`config.mk`:
```
export PLATFORM = sky130hd
export DESIGN_NAME = freq_meas_ctrl
export DESIGN_NICKNAME = d
export VERILOG_FILES = /design/src/rtl/freq_meas_ctrl.sv
export SDC_FILE = /design/constraint.sdc
export NUM_CORES = 1
export LEC_CHECK = 0
export ABC_AREA = 1
export BUFFER_PORTS_ARGS = -buffer_cell sky130_fd_sc_hd__buf_2
export CORE_MARGIN = 5
export CORE_UTILIZATION = 55
export DETAILED_ROUTE_END_ITERATION = 10
export HOLD_SLACK_MARGIN = 0.1
export PLACE_DENSITY = 0.78
export SYNTH_ARGS = -nofsm -noshare
export SYNTH_HDL_FRONTEND = slang
export SYNTH_SLANG_ARGS = --single-unit
```
`constraint.sdc`:
```
create_clock -name clk -period 11.2 [get_ports clk]
set_clock_uncertainty 0.1 [all_clocks]
set_input_delay 0.56 -clock clk [delete_from_list [all_inputs] [get_ports clk]]
set_output_delay 0.56 -clock clk [all_outputs]
set_load 0.05 [all_outputs]
```
`src/rtl/freq_meas_ctrl.sv`:
```
// Frequency measurement controller: counts rising edges of sig_in over a
// fixed gate window of clk cycles, then converts the binary count to packed
// BCD with a serial shift-add-3 engine and latches count, digits and overflow.
module freq_meas_ctrl #(
    parameter int unsigned GATE_CYCLES = 50000000,
    parameter int unsigned MAX_COUNT   = 99999999
) (
    input  logic        clk,
    input  logic        reset,
    input  logic        start,
    input  logic        cont,
    input  logic        sig_in,
    output logic        busy,
    output logic        done,
    output logic [26:0] count,
    output logic [31:0] digits,
    output logic        overflow
);

    typedef enum logic [1:0] {
        IDLE    = 2'd0,
        GATE    = 2'd1,
        CONVERT = 2'd2,
        DONE    = 2'd3
    } state_t;

    localparam logic [26:0] GATE_LAST = 27'(GATE_CYCLES - 1);
    localparam logic [26:0] CONV_LAST = 27'd26;
    localparam logic [26:0] MAX_VAL   = 27'(MAX_COUNT);

    state_t      state;
    state_t      state_nxt;
    logic        sync1;
    logic        sync2;
    logic        hist;
    logic        rise;
    logic [26:0] timer;
    logic [26:0] edges;
    logic [26:0] edges_nxt;
    logic        ovf;
    logic        ovf_nxt;
    logic [26:0] shreg;
    logic [31:0] acc;
    logic [31:0] acc_adj;
    logic        gate_end;
    logic        conv_end;

    assign rise     = sync2 & ~hist;
    assign gate_end = (state == GATE) && (timer == GATE_LAST);
    assign conv_end = (state == CONVERT) && (timer == CONV_LAST);

    // Bring sig_in into the clk domain and keep one history bit for edge detect.
    always_ff @(posedge clk or posedge reset) begin
        if (reset) begin
            sync1 <= 1'b0;
            sync2 <= 1'b0;
            hist  <= 1'b0;
        end else begin
            // NOTE: non-blocking assignments make every flop sample the
            // pre-edge value of its source, which is what builds the chain.
            sync1 <= sig_in;
            sync2 <= sync1;
            hist  <= sync2;
        end
    end

    // State register.
    always_ff @(posedge clk or posedge reset) begin
        if (reset) state <= IDLE;
        else       state <= state_nxt;
    end

    // Next-state and status outputs.
    always_comb begin
        // NOTE: every output of this block gets a default first, so no path
        // through the case can leave one unassigned and infer a latch.
        state_nxt = state;
        busy      = (state != IDLE);
        done      = 1'b0;
        case (state)
            IDLE:    if (start) state_nxt = GATE;
            GATE:    if (gate_end) state_nxt = CONVERT;
            CONVERT: if (conv_end) state_nxt = DONE;
            DONE: begin
                done      = 1'b1;
                state_nxt = cont ? GATE : IDLE;
            end
            default: state_nxt = IDLE;
        endcase
    end

    // Saturating edge count for the current gate cycle; an edge at saturation
    // only raises the sticky overflow flag.
    always_comb begin
        edges_nxt = edges;
        ovf_nxt   = ovf;
        if (state == GATE && rise) begin
            if (edges == MAX_VAL) ovf_nxt   = 1'b1;
            else                  edges_nxt = edges + 27'd1;
        end
    end

    // Add-3 correction of every BCD nibble that is 5 or more.
    always_comb begin
        acc_adj = acc;
        for (int i = 0; i < 8; i++) begin
            if (acc[4*i +: 4] >= 4'd5) acc_adj[4*i +: 4] = acc[4*i +: 4] + 4'd3;
        end
    end

    // Gate timer, edge counter, BCD conversion and result registers.
    always_ff @(posedge clk or posedge reset) begin
        if (reset) begin
            timer    <= '0;
            edges    <= '0;
            ovf      <= 1'b0;
            shreg    <= '0;
            acc      <= '0;
            count    <= '0;
            digits   <= '0;
            overflow <= 1'b0;
        end else begin
            // The timer restarts on every state change and serves both the
            // gate window and the 27-step conversion.
            if (state_nxt != state)                      timer <= '0;
            else if (state == GATE || state == CONVERT) timer <= timer + 27'd1;

            if (state_nxt == GATE && state != GATE) begin
                edges <= '0;
                ovf   <= 1'b0;
            end else if (state == GATE) begin
                edges <= edges_nxt;
                ovf   <= ovf_nxt;
            end

            // Load from edges_nxt so an edge in the final gate cycle is kept.
            if (gate_end) begin
                shreg <= edges_nxt;
                acc   <= '0;
            end else if (state == CONVERT) begin
                {acc, shreg} <= {acc_adj[30:0], shreg, 1'b0};
            end

            // The last shift result is captured directly into digits.
            if (conv_end) begin
                count    <= edges;
                digits   <= {acc_adj[30:0], shreg[26]};
                overflow <= ovf;
            end
        end
    end

endmodule
```
# After elaboration in Yosys (flattened, before gate mapping)
# Index checks and enable logic that the tools add are counted.
dict set report word_totals {
  ramBits 0
  memories 0
  rom_bits 0
  word_cells 82
  ff_bits 179
  output_inout_bits 62
  latch_bits 0
  inputBits 5
}
dict set report classes {
  mux 28
  n_mul 0
  bitwise 2
  eq_ne 9
  n_addsub 10
  div 0
  shift 0
  n_reduce_logical 13
  order_cmp 8
}
# operator n
set ops {}
lappend ops {{two-way mux 27 bit} 8}
lappend ops {{two-way mux 32 bit} 2}
lappend ops {{adder 27 x 1 -> 27 bit (second input constant)} 2}
lappend ops {{greater-or-equal comparator 4 x 3 -> 1 bit (second input constant)} 8}
lappend ops {{adder 4 x 2 -> 4 bit (second input constant)} 7}
lappend ops {{two-way mux 4 bit} 7}
lappend ops {{equality test 27 x 26 -> 1 bit (second input constant)} 1}
lappend ops {{equality test 27 bit (second input constant)} 1}
lappend ops {{equality test 27 x 5 -> 1 bit (second input constant)} 1}
lappend ops {{nonzero test 2 bit} 6}
lappend ops {{one-hot mux 2 bit (4 select lines)} 1}
lappend ops {{two-way mux 1 bit} 6}
lappend ops {{two-way mux 2 bit} 3}
lappend ops {{equality test 2 x 1 -> 1 bit (second input constant)} 2}
lappend ops {{equality test 2 bit (second input constant)} 2}
lappend ops {{logical AND 1 bit} 4}
lappend ops {{adder 3 x 2 -> 3 bit (second input constant)} 1}
lappend ops {{two-way mux 3 bit} 1}
lappend ops {{AND reduction 3 bit} 1}
lappend ops {{logical NOT 2 bit} 1}
lappend ops {{inequality test 2 x 1 -> 1 bit (second input constant)} 1}
lappend ops {{inequality test 2 bit} 1}
lappend ops {{bitwise AND 1 bit} 1}
lappend ops {{logical OR 1 bit} 1}
lappend ops {{NOT 1 bit} 1}

# Logic depth before layout (Yosys ltp)
dict set report depth {
  depth_word 8
  mapped_depth 15
  depth_no_buf 14
}

# Least setup slack after synthesis
# OpenSTA, ideal clock, no wires.
dict set report synth_timing {
  path_type {register to register}
  from {register state[0]}
  to {register timer[13]}
  setup_time_ps 120
  path_stages_with_launch 11
  arrival_ps 1983
  slack_ps 8997
  path_cell_list {dfrtp_1 inv_1 ha_1 buf_2 inv_1 nor4_2 nand2_1 nor2_1 nand2_1 xor2_1 nor2_2}
}
dict set report synth_via {
  elab_chain_cells 6
  elab_cells_between_ends 14
  classes_between {4 x eq/ne; 5 x mux; 5 x reduce/logical}
}
# element line_no
set synth_rtl {}
lappend synth_rtl {{start, declared} 31} ;# state_t state;
lappend synth_rtl {{start signal, assigned} 70} ;# else state <= state_nxt;
lappend synth_rtl {{equality test 2 bit or equality test 2 x 1 -> 1 bit (tied branches)} n/a}
lappend synth_rtl {{logical AND 1 bit (on tied branches)} {50, 49}}
lappend synth_rtl {{two-way mux 2 bit (on tied branches)} {83, 82}}
lappend synth_rtl {{one-hot mux 2 bit (4 select lines)} 80} ;# case (state)
lappend synth_rtl {{inequality test 2 bit} 125} ;# if (state_nxt != state) timer <= '0;
lappend synth_rtl {{two-way mux 27 bit or nonzero test 2 bit (tied branches)} n/a}
lappend synth_rtl {{end signal, assigned} 126} ;# else if (state == GATE || state == CONVERT) timer <= timer + 27'd1;
lappend synth_rtl {{end, declared} 37} ;# logic [26:0] timer;
# Parallel ways exist; a longest one is shown, timed or not.
# A chain may end at the register's enable or synchronous reset.

# Worst setup path in the final report
dict set report layout_timing {
  from {register state[0]}
  to {register edges[26]}
}
dict set report layout_via {
  elab_chain_cells 7
  elab_cells_between_ends 18
  classes_between {5 x eq/ne; 7 x mux; 6 x reduce/logical}
}
# element line_no
set layout_rtl {}
lappend layout_rtl {{equality test 2 bit or equality test 2 x 1 -> 1 bit (tied branches)} n/a}
lappend layout_rtl {{logical AND 1 bit (on tied branches)} {50, 49}}
lappend layout_rtl {{two-way mux 2 bit (on tied branches)} {83, 82}}
lappend layout_rtl {{one-hot mux 2 bit (4 select lines)} 80}
lappend layout_rtl {{equality test 2 x 1 -> 1 bit} 128} ;# if (state_nxt == GATE && state != GATE) begin
lappend layout_rtl {{logical AND 1 bit} 128}
lappend layout_rtl {{two-way mux 27 bit or nonzero test 2 bit (tied branches)} n/a}
lappend layout_rtl {{end signal, assigned} 132} ;# edges <= edges_nxt;
lappend layout_rtl {{end, declared} 38} ;# logic [26:0] edges;
# Parallel ways exist; a longest one is shown, timed or not. The select of a mux whose other input is x is not followed.

==> out/results.ini <==
[status]
outcome = complete, no violations

[synthesis]
syn_avg_cell_area_um2 = 8.26
synth_area_um2 = 9350
synth_cell_type_count = 39
synth-main-ff-cell = dfrtp_1
synth.top_cell.area_share = 0.479
synth_nets = 1162
postSynthCellCount = 1133
synthTopCellsByArea = dfrtp_1, nand2_1, o21ai_0
seq_area_frac_synth = 0.479
synth_area_leader_cell = dfrtp_1
ys_ff_latch = 179
synth_edf_count = 0
ys_async_sr_fraction = 1.00
ys.warnings.count = 0

[place]
dp.cells = 1382
place_hpwl_mm = 14.4
place.gp.congestion = 0.941
place_ws_ns = 7.72
place.port_buffers = 66

[power]
ir_worst_vdd_uv = 150
pwr-share-comb = 0.289
seq_power_share = 0.397
p_per_area_nw_per_um2 = 196
clockPowerShare = 0.313
leakage_nw = 5.02
switching_power_w = 0.000759
sw_frac_of_total = 0.371
p_int_w = 0.00128

[finish]
drive_gt1_frac = 0.141
final_common_cell = nand2_1
diodes = 0
num-fill-cells = 1395
stdcell_count = 1414
syn2layout_area_growth_pct = 11.5
layout_common_cells = nand2_1, dfrtp_1, o21ai_0, inv_1, nor2_1
fin_nets = 1210

[drt]
wl_per_cell_um = 15.0
drtAntennaViolNets = 0
firstDrtPassIters = 6
drt_wl_total_mm = 21.2
drtIter0Drc = 671
drcViolationCount = 0
vias = 7688
vias_per_cell = 5.44

[cts]
clkTransAtPathRegs_ns = 0.07
h-tree-depth = 4
cts_buffer_depth = 2
cts_root_buf = clkbuf_16
cts.sinks = 179
postCtsSetupBuffers = 0
cts_buffers = 17
ctsResizeCount = 0
hold_buffers = 0
cts_tree = done
clk-insertion-delay-late_ns = 0.43

[critical_path]
crit_path_end_kind = flop
path_max_fanout = 48
crit_required_ns = 11.37
arrival_ns = 3.77
cp-start-kind = flop
worst-setup-path-type = flop to flop

[grt]
grt_pass1_wl_mm = 36.3
grt-ovfl-total = 0
grt_pass1_vias = 7488
antenna_found_initial = 0
grtUsageTotal = 0.223
grt_max_degree = 98

[timing]
timing.fmax_mhz = 278
period_minus_slack_ns = 3.59
slew_viol_final = 0
rsz0062_at_grt = no
setup_tns_ns = 0
period_share = 0.321
hold_viol = 0
final.setup.worst_slack_ns = 7.61
maxSlewHeadroom = 0.230
finalSetupViolCount = 0
worstMarginPinSlew_ns = 1.15

[hold_path]
hp-class = input port to flop

[floorplanning]
initial_core_util = 0.562
core_area_um2 = 16600
dieArea_um2 = 19700
row_count = 47
io_pins = 67
fp.dieH_um = 140
die_w_um = 140

[run]
cap_violations = 0

worst max-delay path: stages (launching register included):
cell,delay [ns]
dfrtp_1,0.45
inv_1,0.21
ha_2,0.60
buf_4,0.50
nand3_1,0.13
nor2_1,0.18
nand2_1,0.08
o21ai_1,0.15
nand2_1,0.11
nand2_2,0.13
o21ai_2,0.08
nor2_4,0.53
a21oi_1,0.15
layer usage:
layer	wire, um	up-vias	GRT usage	share of wire
met5	0	-	0	0
met4	371	0	0.0709	0.018
met3	1210	35	0.0450	0.057
met2	10000	214	0.357	0.47
met1	9580	3633	0.307	0.45
li1	-	3806	-	-
registers in the layout, indices dropped and copies added, names as in the netlist, 2 cells and up:
name and cells:
acc 32, count 27, digits 32, edges 27, shreg 27, state 2
timer 27
power by group through the flow:
| stage | sequential [W] | clock [W] | combinational, W |
|---|---|---|---|
| finish | 0.000812 | 0.000640 | 0.000592 |
| global route | 0.000824 | 0.000676 | 0.000673 |
| CTS | 0.000809 | 0.000648 | 0.000590 |
| detailed placement | 0.000820 | 0 | 0.000581 |
| global placement | 0.000818 | 0 | 0.000562 |
| floorplan | 0.000796 | 0 | 0.000486 |
final cells by class:
| type | count | area (um^2) | area share |
|---|---|---|---|
| clock buffers | 20 | 457 | 0.0438 |
| clock inverters | 12 | 179 | 0.0172 |
| inverters | 109 | 414 | 0.0397 |
| multi-input cells | 802 | 4250 | 0.408 |
| flip-flops and latches | 179 | 4480 | 0.429 |
| well taps | 220 | 275 | 0.0264 |
| repair buffers | 72 | 375 | 0.0360 |
kinds of logic after synthesis:
group           after synthesis  synth area share
flops                       179             0.479
simple gates                491             0.232
buf+inv                     152            0.0673
compound gates              226             0.130
fa+ha+maj                    24            0.0321
xor+xnor                     49            0.0459
mux                          12            0.0144
cell usage after synthesis, types with 9 or more instances:
master,instances
nand4_1,22
nand2_1,249
dfrtp_1,179
xor2_1,46
o21bai_1,13
nor3_1,17
inv_1,105
clkbuf_1,25
mux2_2,12
nand3_1,64
nor2_1,89
buf_2,11
o21ai_0,120
a21oi_1,77
ha_1,24
nor2_2,21
or2_2,9
final timing paths:
check / start / endpoint / slack [ns] / cells after the start
min: sig_in / sync1 / 0.14 / 1
max: state[0] / edges[26] / 7.61 / 12
max in group asynchronous: reset / edges[4] / 9.26 / 3
min reg2reg: sync1 / sync2 / 0.25 / 0
min in group asynchronous: reset / digits[2] / 0.19 / 2
max reg2reg: state[0] / edges[26] / 7.61 / 12
through the flow:
| stage | total power [W] | area, um^2 | hold WS [ns] | util |
|---|---|---|---|---|
| finish | 0.00204 | 10400 | 0.135 | 0.627 |
| global route | 0.00217 | 10400 | 0.127 | 0.627 |
| CTS | 0.00205 | 10400 | 0.129 | 0.627 |
| detailed placement | 0.00140 | 9790 | 0.236 | 0.589 |
| global placement | 0.00138 | 9790 | 0.235 | 0.589 |
| floorplan | 0.00128 | 9350 | 0.231 | - |
(Power assumes the default switching activity.)
